<file path="src/rtl/reflet_byte_bridge.sv">
// Reflet CPU memory port to byte-wide synchronous RAM: each word access becomes
// a little-endian burst of wordsize/8 byte transfers, with the CPU stalled until done.
module reflet_byte_bridge #(
    parameter int wordsize = 16
) (
    input  logic                clk,
    input  logic                reset,
    input  logic [wordsize-1:0] cpu_addr,
    input  logic [wordsize-1:0] cpu_wdata,
    input  logic                cpu_write_en,
    output logic [wordsize-1:0] cpu_rdata,
    output logic                cpu_enable,
    output logic [wordsize-1:0] mem_addr,
    output logic [7:0]          mem_wdata,
    input  logic [7:0]          mem_rdata,
    output logic                mem_write_en
);
    localparam int N  = wordsize / 8;
    localparam int KW = (N > 1) ? $clog2(N) : 1;
    localparam logic [KW-1:0] K_LAST = KW'(N - 1);

    localparam logic [1:0] IDLE    = 2'd0;
    localparam logic [1:0] RD      = 2'd1;
    localparam logic [1:0] RD_LAST = 2'd2;
    localparam logic [1:0] WR      = 2'd3;

    logic [1:0]          state;
    logic [KW-1:0]       k;
    logic [wordsize-1:0] req_addr;
    logic [N-1:0][7:0]   req_wdata;
    logic [wordsize-1:0] tag_addr;
    logic [wordsize-1:0] tag_wdata;
    logic                tag_we;
    logic                tag_valid;
    logic [N-1:0][7:0]   rbuf;
    logic [N-1:0][7:0]   rword;
    logic                new_req;

    // A write is only re-issued when its data differs; reads ignore cpu_wdata.
    assign new_req = (state == IDLE) &&
                     (!tag_valid || (cpu_addr != tag_addr) || (cpu_write_en != tag_we) ||
                      (cpu_write_en && (cpu_wdata != tag_wdata)));
    assign cpu_enable = (state == IDLE) && !new_req;

    always_comb begin
        mem_addr     = tag_addr;
        mem_wdata    = '0;
        mem_write_en = 1'b0;
        case (state)
            RD, RD_LAST: mem_addr = req_addr + wordsize'(k);
            WR: begin
                mem_addr     = req_addr + wordsize'(k);
                mem_wdata    = req_wdata[k];
                mem_write_en = 1'b1;
            end
            default: ;
        endcase
    end

    // Last byte arrives in RD_LAST straight from the RAM, so merge it in here.
    always_comb begin
        rword        = rbuf;
        rword[N-1]   = mem_rdata;
    end

    always_ff @(posedge clk) begin
        if (!reset) begin
            state     <= IDLE;
            k         <= '0;
            req_addr  <= '0;
            req_wdata <= '0;
            tag_addr  <= '0;
            tag_wdata <= '0;
            tag_we    <= 1'b0;
            tag_valid <= 1'b0;
            rbuf      <= '0;
            cpu_rdata <= '0;
        end else begin
            case (state)
                IDLE: begin
                    if (new_req) begin
                        req_addr  <= cpu_addr;
                        req_wdata <= cpu_wdata;
                        k         <= '0;
                        state     <= cpu_write_en ? WR : RD;
                    end
                end
                RD: begin
                    // mem_rdata lags mem_addr by one cycle, hence byte k-1.
                    if (k != '0)
                        rbuf[k - KW'(1)] <= mem_rdata;
                    if (k == K_LAST)
                        state <= RD_LAST;
                    else
                        k <= k + KW'(1);
                end
                RD_LAST: begin
                    cpu_rdata <= rword;
                    tag_addr  <= req_addr;
                    tag_wdata <= req_wdata;
                    tag_we    <= 1'b0;
                    tag_valid <= 1'b1;
                    state     <= IDLE;
                end
                WR: begin
                    if (k == K_LAST) begin
                        tag_addr  <= req_addr;
                        tag_wdata <= req_wdata;
                        tag_we    <= 1'b1;
                        tag_valid <= 1'b1;
                        state     <= IDLE;
                    end else begin
                        k <= k + KW'(1);
                    end
                end
                default: state <= IDLE;
            endcase
        end
    end
endmodule

</file>
<file path="config.mk">
export PLATFORM = sky130hd
export DESIGN_NAME = reflet_byte_bridge
export DESIGN_NICKNAME = d
export VERILOG_FILES = /design/src/rtl/reflet_byte_bridge.sv
export SDC_FILE = /design/constraint.sdc
export NUM_CORES = 1
export LEC_CHECK = 0
export ABC_AREA = 1
export CAP_MARGIN = 15
export CELL_PAD_IN_SITES_DETAIL_PLACEMENT = 0
export CELL_PAD_IN_SITES_GLOBAL_PLACEMENT = 2
export CORE_UTILIZATION = 28
export DETAILED_ROUTE_END_ITERATION = 12
export PLACE_DENSITY = 0.87
export SLEW_MARGIN = 20
export SYNTH_ARGS = -nofsm -noshare
export SYNTH_HDL_FRONTEND = slang
export SYNTH_SLANG_ARGS = --single-unit
</file>
<file path="constraint.sdc">
create_clock -name clk -period 2.3 [get_ports clk]
set_input_delay 0.23 -clock clk [delete_from_list [all_inputs] [get_ports clk]]
set_output_delay 0.23 -clock clk [all_outputs]
set_load 0.02 [all_outputs]
</file>
==> results of run 1 <==
[metal layers]
layer  vias up  share of wire [%]  wire length (um)  track usage, %
met3        14                3.8               508            3.01
li1       2414                  -                 -               -
met2        89                 46              6250            28.3
met5         -                  0                 0               0
met4         0                1.9               258            6.64
met1      2098                 48              6470            21.8
[sequential cells by signal, summed over array words and instances, names as in the netlist]
signal / flops
cpu_rdata: 16
k: 1
rbuf: 8
req_addr: 16
req_wdata: 16
state: 2
tag_addr: 16
tag_valid: 1
tag_wdata: 16
tag_we: 1
[power by group]
| part | switching, uW | internal, uW | leakage (uW) |
|---|---|---|---|
| clock network | 674 | 775 | 0.000137 |
| logic | 615 | 459 | 0.00200 |
| registers | 129 | 1780 | 0.000766 |
| total | 1420 | 3010 | 0.00291 |
[repair_timing]
action,in CTS,in global routing
resized for setup,80,17
cloned,0,0
setup buffers,1,5
hold endpoints to repair,0,0
pin swaps,9,9
setup endpoints to repair,23,16
[stage by stage]
stage / setup WS (ns) / cells / hold WS [ns] / cell area [um^2] / util [%]
3_3_place_gp: -0.233 / 1005 / 0.453 / 5850 / 37.0
5_1_grt: -0.117 / 1027 / 0.411 / 6270 / 39.6
3_5_place_dp: -0.277 / 1005 / 0.459 / 5850 / 37.0
2_1_floorplan: 0.367 / 693 / 0.365 / 4540 / -
6_report: -0.00683 / 1027 / 0.388 / 6270 / 39.6
4_1_cts: -0.0775 / 1022 / 0.387 / 6200 / 39.1
[worst register-to-register path, cell delays in order, from the launching register on]
cell,delay [ns]
dfxtp_1,0.38
nand2_2,0.21
inv_1,0.11
nand2_1,0.11
nand2_2,0.06
inv_2,0.65
o21ai_0,0.19
a21oi_1,0.16
[how the worst max path moves through the flow]
stage                      from      endpoint  cells past startpoint
global placement              k  mem_addr[14]                     12
floorplan           req_addr[0]  mem_addr[14]                     11
CTS                 req_addr[0]  mem_addr[14]                     12
detailed placement            k  mem_addr[14]                     12
finish                        k  mem_addr[14]                     12
global route                  k  mem_addr[14]                     12
[final cells by class]
cell class	instances	area, um^2
Tap cell	216	270
Multi-Input combinational cell	491	2330
Sequential cell	93	1870
Clock buffer	11	243
Clock inverter	5	42.5
Fill cell	1666	9560
Timing Repair Buffer	138	1230
Inverter	73	280
[cells by family after synthesis]
kind of cell	after synthesis
DFF	93
buffers and inverters	109
adders and majority gates	2
xor gates and xnor gates	17
AOI/OAI and AO/OA	148
and+or+nand+nor	324
[cells in the final DEF, fill, tap and decap left out, types with 6 or more instances in the layout]
master           count
a21oi_1             73
buf_2                6
buf_4               55
clkbuf_16            9
clkdlybuf4s50_1     64
dfxtp_1             90
inv_1               66
nand2_1            147
nand3_1             40
nor2_1             113
o21ai_0             61
o21ai_1             11
xnor2_1              8
xor2_1               9
==> summary.txt, run 1 <==
Status
  • Status: finished, violations left
  • Failing checks: negative setup slack

Synth
  • Synthesized instance count: 693
  • Post-synth EDFFs: 0
  • Area leader, netlist: dfxtp_1
  • Commonest cells in the netlist: 151 x nand2_1, 118 x nor2_1, 93 x dfxtp_1
  • Synth Cell Area: 4540 um^2
  • Mux cell area share after synthesis: 0%
  • Post-synth top area share: 41.0%
  • Largest family of logic cells by synthesized area: simple AND/OR/NAND/NOR gates
  • Adder-Cell Fraction of Synth Area: 0.552%
  • FF+latch count, synth: 93
  • Asr flop ratio synth: 0%
  • Cell variety after synth: 25
  • Simple-gate share of the synthesized area: 28.9%
  • Syn nets: 738
  • Ys Warns: 0
  • Seq/Total Area, Yosys: 41.0%
  • Top cells by area, synth: dfxtp_1 41%, nand2_1 12%, nor2_1 9.8%, a21oi_1 8.1%, o21ai_0 7.3%
  • Synth Area in Compound Gates: 16.4%
  • Xor/xnor share of the synthesized area: 3.28%
  • Syn avg cell area: between 6 and 7 um^2
  • Most frequent cell after synthesis: nand2_1
  • Ys flop type: dfxtp_1

Worst setup path
  • Register-to-Register Path Depth: 7
  • WP data arrival: 2.08 ns
  • Crit. End Element: primary output
  • Top Family by Delay on Critical Path: simple AND/OR/NAND/NOR gates
  • Reg2reg end: tag_wdata[9]
  • Crit Reg-Reg Startpoint: state[1]
  • Critical Path Start Type: flip-flop
  • Slowest-stage cell, CP: dfxtp_4
  • CP Data Required Time: 2.07 ns
  • Setup slack, reg-to-reg: roughly 0.34 ns
  • CP Class: flip-flop to primary output
  • CP cell instances: ha_4 > ha_4 > nand2_4 > nor2_4 > nand3_2 > nor2_4 > nand3_2 > nor2_2 > xor2_1 > nand2_1 > o21ai_1 > buf_4
  • CP max FO: 2
  • Critical Path Max Stage Delay: 0.36 ns
  • CP bufs+invs: 1

Detailed routing
  • # DRC: 0
  • DRT iter0 DRCs: about 230
  • DR pass1 iterations: 4
  • DRT Wirelength: 13.5 mm
  • Antenna Nets Post-Route: 0
  • Routed len/inst: 13.1 um
  • Total number of vias: 4615
  • Via-to-Cell Ratio: about 4.5

Clock tree
  • # hold bufs at CTS: 0
  • Worst-path clk slew: 0.07 ns
  • CTS buffer count: 9
  • Maximum clock insertion buffer count: 2
  • Clock sinks: 93
  • TritonCTS clock tree: built
  • Clock Latency Late Sink: around 0.35 ns
  • Root buf cell: clkbuf_16
  • H-tree depth: 3

Hold path
  • Worst hold path depth: 4
  • Endpoint, Worst Hold: req_wdata[8]
  • HP Start: reset
  • Hold Crit Class: primary input to flip-flop

Timing
  • Slew of the pin with the lowest slew margin: ~0.91 ns
  • Setup TNS Final: -0.00683 ns
  • Achievable Freq: 0.433 GHz
  • Setup slack after layout: -0.00683 ns
  • Final Max Slew Viols: 0
  • Worst rel slew slack: just under 40%
  • Final hold violations: 0
  • Final Setup Violations: 1
  • Fin crit share: 100%
  • RSZ-0062 raised after global routing: yes
  • Fin crit period: 2.31 ns
  • Fin Clk Skew: 0.00975 ns

Pwr
  • Pwr Total: roughly 4400 uW
  • P_leak: 0.00291 uW
  • Max IR drop VDD: 0.407 mV
  • PwrDens: 707 nW/um^2

Floorplan
  • FP Rows: between 40 and 50
  • Die area: 16700 um^2
  • Die W: 129 um
  • Initial core utilization: between 20% and 30%
  • Core box area: 15800 um^2
  • Ports: between 80 and 90
  • Die Ht: 129 um

Run
  • Max Cap Viol: 0

Finish
  • Area Growth Syn to Fin: 38.2%
  • Share of cells above drive strength 1: 14.1%
  • Final #Nets: between 800 and 900
  • Antenna diodes: 0

Global routing
  • Antenna violations before repair: 0
  • Gr usage total: 17.0%
  • Total congestion overflow: 0
  • Largest net degree at the start of global routing: 91
  • Vias in the first global route: around 4500
  • First-pass GRT wire length: 22.0 mm

Place
  • Hpwl dp: 8.95 mm
  • Placer congestion estimate: 0.754
  • Port bufs: 84
Power figures use the tool's default switching activity.
==> run 2, diff against run 1 <==
--- a/config.mk
+++ b/config.mk
@@ -13,4 +13,5 @@
 export DETAILED_ROUTE_END_ITERATION = 12
 export PLACE_DENSITY = 0.87
+export SETUP_SLACK_MARGIN = 0.3
 export SLEW_MARGIN = 20
 export SYNTH_ARGS = -nofsm -noshare
==> constraint.sdc (replaced) <==
create_clock -name clk -period 2.3 [get_ports clk]
set_input_delay 0.345 -clock clk [delete_from_list [all_inputs] [get_ports clk]]
set_output_delay 0.345 -clock clk [all_outputs]
set_load 0.02 [all_outputs]
==> summary.txt, run 2 (same netlist as run 1, synthesis figures left out) <==
Status
  • Status: finished, violations left (unchanged)
  • Failing checks: negative setup slack (unchanged)

Detailed routing
  • DRT Wirelength: 14.6 mm (was 13.5 mm)
  • Via-to-Cell Ratio: 4.55 (was 4.49)
  • Routed len/inst: 13.8 um (was 13.1 um)
  • # DRC: 0 (unchanged)
  • Total number of vias: 4825 (was 4615)
  • DRT iter0 DRCs: 216 (was 225)
  • DR pass1 iterations: 4 (unchanged)
  • Antenna Nets Post-Route: 0 (unchanged)

Pwr
  • Clock power frac: 35.1% (was 32.7%)
  • Part of the power in registers: 40.5% (was 43.1%)
  • Internal power: 3240 uW (was 3010 uW)
  • Max IR drop VDD: 0.350 mV (was 0.407 mV)
  • Switching Share: 31.7% (was 32.0%)
  • Pwr Total: 4740 uW (was 4430 uW)
  • PwrDens: 695 nW/um^2 (was 707 nW/um^2)
  • Comb pwr share: 24.4% (was 24.2%)
  • P_leak: 0.00316 uW (was 0.00291 uW)
  • P_sw: 1500 uW (was 1420 uW)

Finish
  • Filler cells: 1617 (was 1666)
  • Non-filler instance count after layout: 1060 (was 1027)
  • Most common cell after layout, fill and taps aside: nand2_1 (unchanged)
  • Share of cells above drive strength 1: 26.6% (was 14.1%)
  • Final #Nets: 883 (was 851)
  • Area Growth Syn to Fin: 50.3% (was 38.2%)
  • Fin area: 6820 um^2 (was 6270 um^2)
  • Most frequent cells in the layout: 137 x nand2_1, 108 x nor2_1, 76 x buf_4 (was 147 x nand2_1, 113 x nor2_1, 90 x dfxtp_1)

Timing
  • Worst rel slew slack: 64.3% (was 39.5%)
  • Final Setup Violations: 7 (was 1)
  • Final hold violations: 0 (unchanged)
  • Fin crit share: 103% (was 100%)
  • WHS: 0.453 ns (was 0.388 ns)
  • Fin Clk Skew: 0.00698 ns (was 0.00975 ns)
  • Final Max Slew Viols: 0 (unchanged)
  • Slew of the pin with the lowest slew margin: 0.536 ns (was 0.906 ns)
  • Setup slack after layout: -0.0726 ns (was -0.00683 ns)
  • Achievable Freq: 0.421 GHz (was 0.433 GHz)
  • RSZ-0062 raised after global routing: yes (unchanged)
  • Setup TNS Final: -0.266 ns (was -0.00683 ns)
  • Fin crit period: 2.37 ns (was 2.31 ns)

Place
  • Post-Place Cells: 1014 (was 1005)
  • Hpwl dp: 9.23 mm (was 8.95 mm)
  • Port bufs: 84 (unchanged)
  • Post-detailed-placement cell area: 5930 um^2 (was 5850 um^2)
  • Placer congestion estimate: 0.797 (was 0.754)

Clock tree
  • Worst-path clk slew: 0.07 ns (about the same)
  • Clock Latency Late Sink: 0.35 ns (about the same)
  • CTS buffer count: 9 (unchanged)
  • TritonCTS clock tree: built (unchanged)
  • Clock sinks: 93 (unchanged)
  • Root buf cell: clkbuf_16 (unchanged)
  • H-tree depth: 3 (unchanged)
  • Maximum clock insertion buffer count: 2 (unchanged)

Worst setup path
  • Reg2reg end: req_wdata[6] (was tag_wdata[9])
  • Critical Path Max Stage Delay: 0.37 ns (was 0.36 ns)
  • Top Family by Delay on Critical Path: simple AND/OR/NAND/NOR gates (unchanged)
  • Crit. End Element: primary output (unchanged)
  • Register-to-Register Path Depth: 14 (was 7)
  • WP data arrival: 2.03 ns (was 2.08 ns)
  • Worst Setup SP: req_addr[0] (was k)
  • Worst Setup EP: mem_addr[14] (unchanged)
  • CP Class: flip-flop to primary output (unchanged)
  • CP Data Required Time: 1.96 ns (was 2.07 ns)
  • CP max FO: 2 (unchanged)
  • Crit Reg-Reg Startpoint: tag_addr[13] (was state[1])
  • CP cell instances: ha_4 > ha_4 > nand2_4 > nor2_4 > nand3_4 > nor2_4 > nand3_2 > nor2_2 > xor2_1 > nand2_1 > o21ai_2 > buf_6 (was ha_4 > ha_4 > nand2_4 > nor2_4 > nand3_2 > nor2_4 > nand3_2 > nor2_2 > xor2_1 > nand2_1 > o21ai_1 > buf_4)
  • Slowest-stage cell, CP: dfxtp_4 (unchanged)
  • Critical Path Start Type: flip-flop (unchanged)
  • Setup slack, reg-to-reg: 0.41 ns (was 0.34 ns)
  • Worst path depth: 12 (unchanged)
  • CP bufs+invs: 1 (unchanged)

Global routing
  • Total congestion overflow: 0 (unchanged)
  • First-pass GRT wire length: 23.1 mm (was 22.0 mm)
  • Antenna violations before repair: 1 (was 0)
  • Gr usage total: 17.7% (was 17.0%)
  • Largest net degree at the start of global routing: 91 (unchanged)
  • Vias in the first global route: 4719 (was 4488)

Floorplan
  • FP Rows: 46 (unchanged)
  • Die Ht: 129 um (unchanged)
  • Core box area: 15800 um^2 (unchanged)
  • Die area: 16700 um^2 (unchanged)
  • Ports: 85 (unchanged)
  • Initial core utilization: 28.7% (unchanged)
  • Die W: 129 um (unchanged)

Run
  • Max Cap Viol: 0 (unchanged)

Hold path
  • Hold Crit Class: flip-flop to flip-flop (was primary input to flip-flop)
## run 2: worst min path at each step
| stage | endpoint | depth (start not counted) | from | slack, ns |
|---|---|---|---|---|
| detailed placement | tag_wdata[2] | 2 | tag_wdata[2] | 0.46 |
| global route | tag_wdata[2] | 2 | tag_wdata[2] | 0.48 |
| finish | tag_wdata[2] | 2 | tag_wdata[2] | 0.45 |
| CTS | req_wdata[7] | 5 | cpu_wdata[7] | 0.46 |
| floorplan | tag_valid | 2 | tag_valid | 0.44 |
| global placement | tag_wdata[2] | 2 | tag_wdata[2] | 0.46 |
## run 2: tightest hold or removal path, delay by kind of cell (launching register included)
kind            cells  cell delay (ns)
compound gates      1             0.05
buf+inv             1             0.05
flops               1             0.32
## run 2: layout make-up
class,count,area (um^2),share of cell area (%)
repair inverters,1,7.51,0.110
inverters,73,287,4.20
repair buffers,168,1520,22.4
flip-flops and latches,93,1890,27.7
diodes,1,2.50,0.0367
clock buffers,9,225,3.30
multi-input cells,492,2510,36.9
well taps,216,270,3.96
clock inverters,7,98.8,1.45
## run 2: per-stage QoR
| stage | util, % | setup WS [ns] |
|---|---|---|
| 2_1_floorplan | - | 0.320 |
| 5_1_grt | 43.1 | -0.206 |
| 6_report | 43.1 | -0.0726 |
| 3_5_place_dp | 37.5 | -0.394 |
| 4_1_cts | 41.1 | -0.161 |
| 3_3_place_gp | 37.5 | -0.394 |
## run 2: what timing repair did
| item | in CTS | in global routing |
|---|---|---|
| buffers inserted | 17 | 6 |
| setup endpoints to repair | 45 | 62 |
| gates resized for setup | 187 | 86 |
| gates cloned | 1 | 5 |
| pin swaps | 32 | 36 |
| hold buffers | 0 | 0 |
## run 2: power groups by stage
stage	Clock (uW)	Sequential, uW	Combinational (uW)
after floorplan	0	1940	609
after global placement	0	1920	1090
after detailed placement	0	1930	1100
after CTS	1690	1910	1110
after global routing	1750	1940	1290
final	1660	1920	1160
## run 2: layer usage
layer / up-vias / routed length, um / track usage, %
met3: 19 / 625 / 2.81
met4: 0 / 299 / 7.54
met2: 97 / 6850 / 29.9
met1: 2224 / 6830 / 22.3
met5: - / 0 / 0
li1: 2485 / - / -
==> run 3, diff against run 2 <==
Settings changed: CAP_MARGIN 15 to 20, HOLD_SLACK_MARGIN set to 0.03.
==> results of run 3 <==
Same layout as run 2: the final DEF is identical, and so are final timing and power.
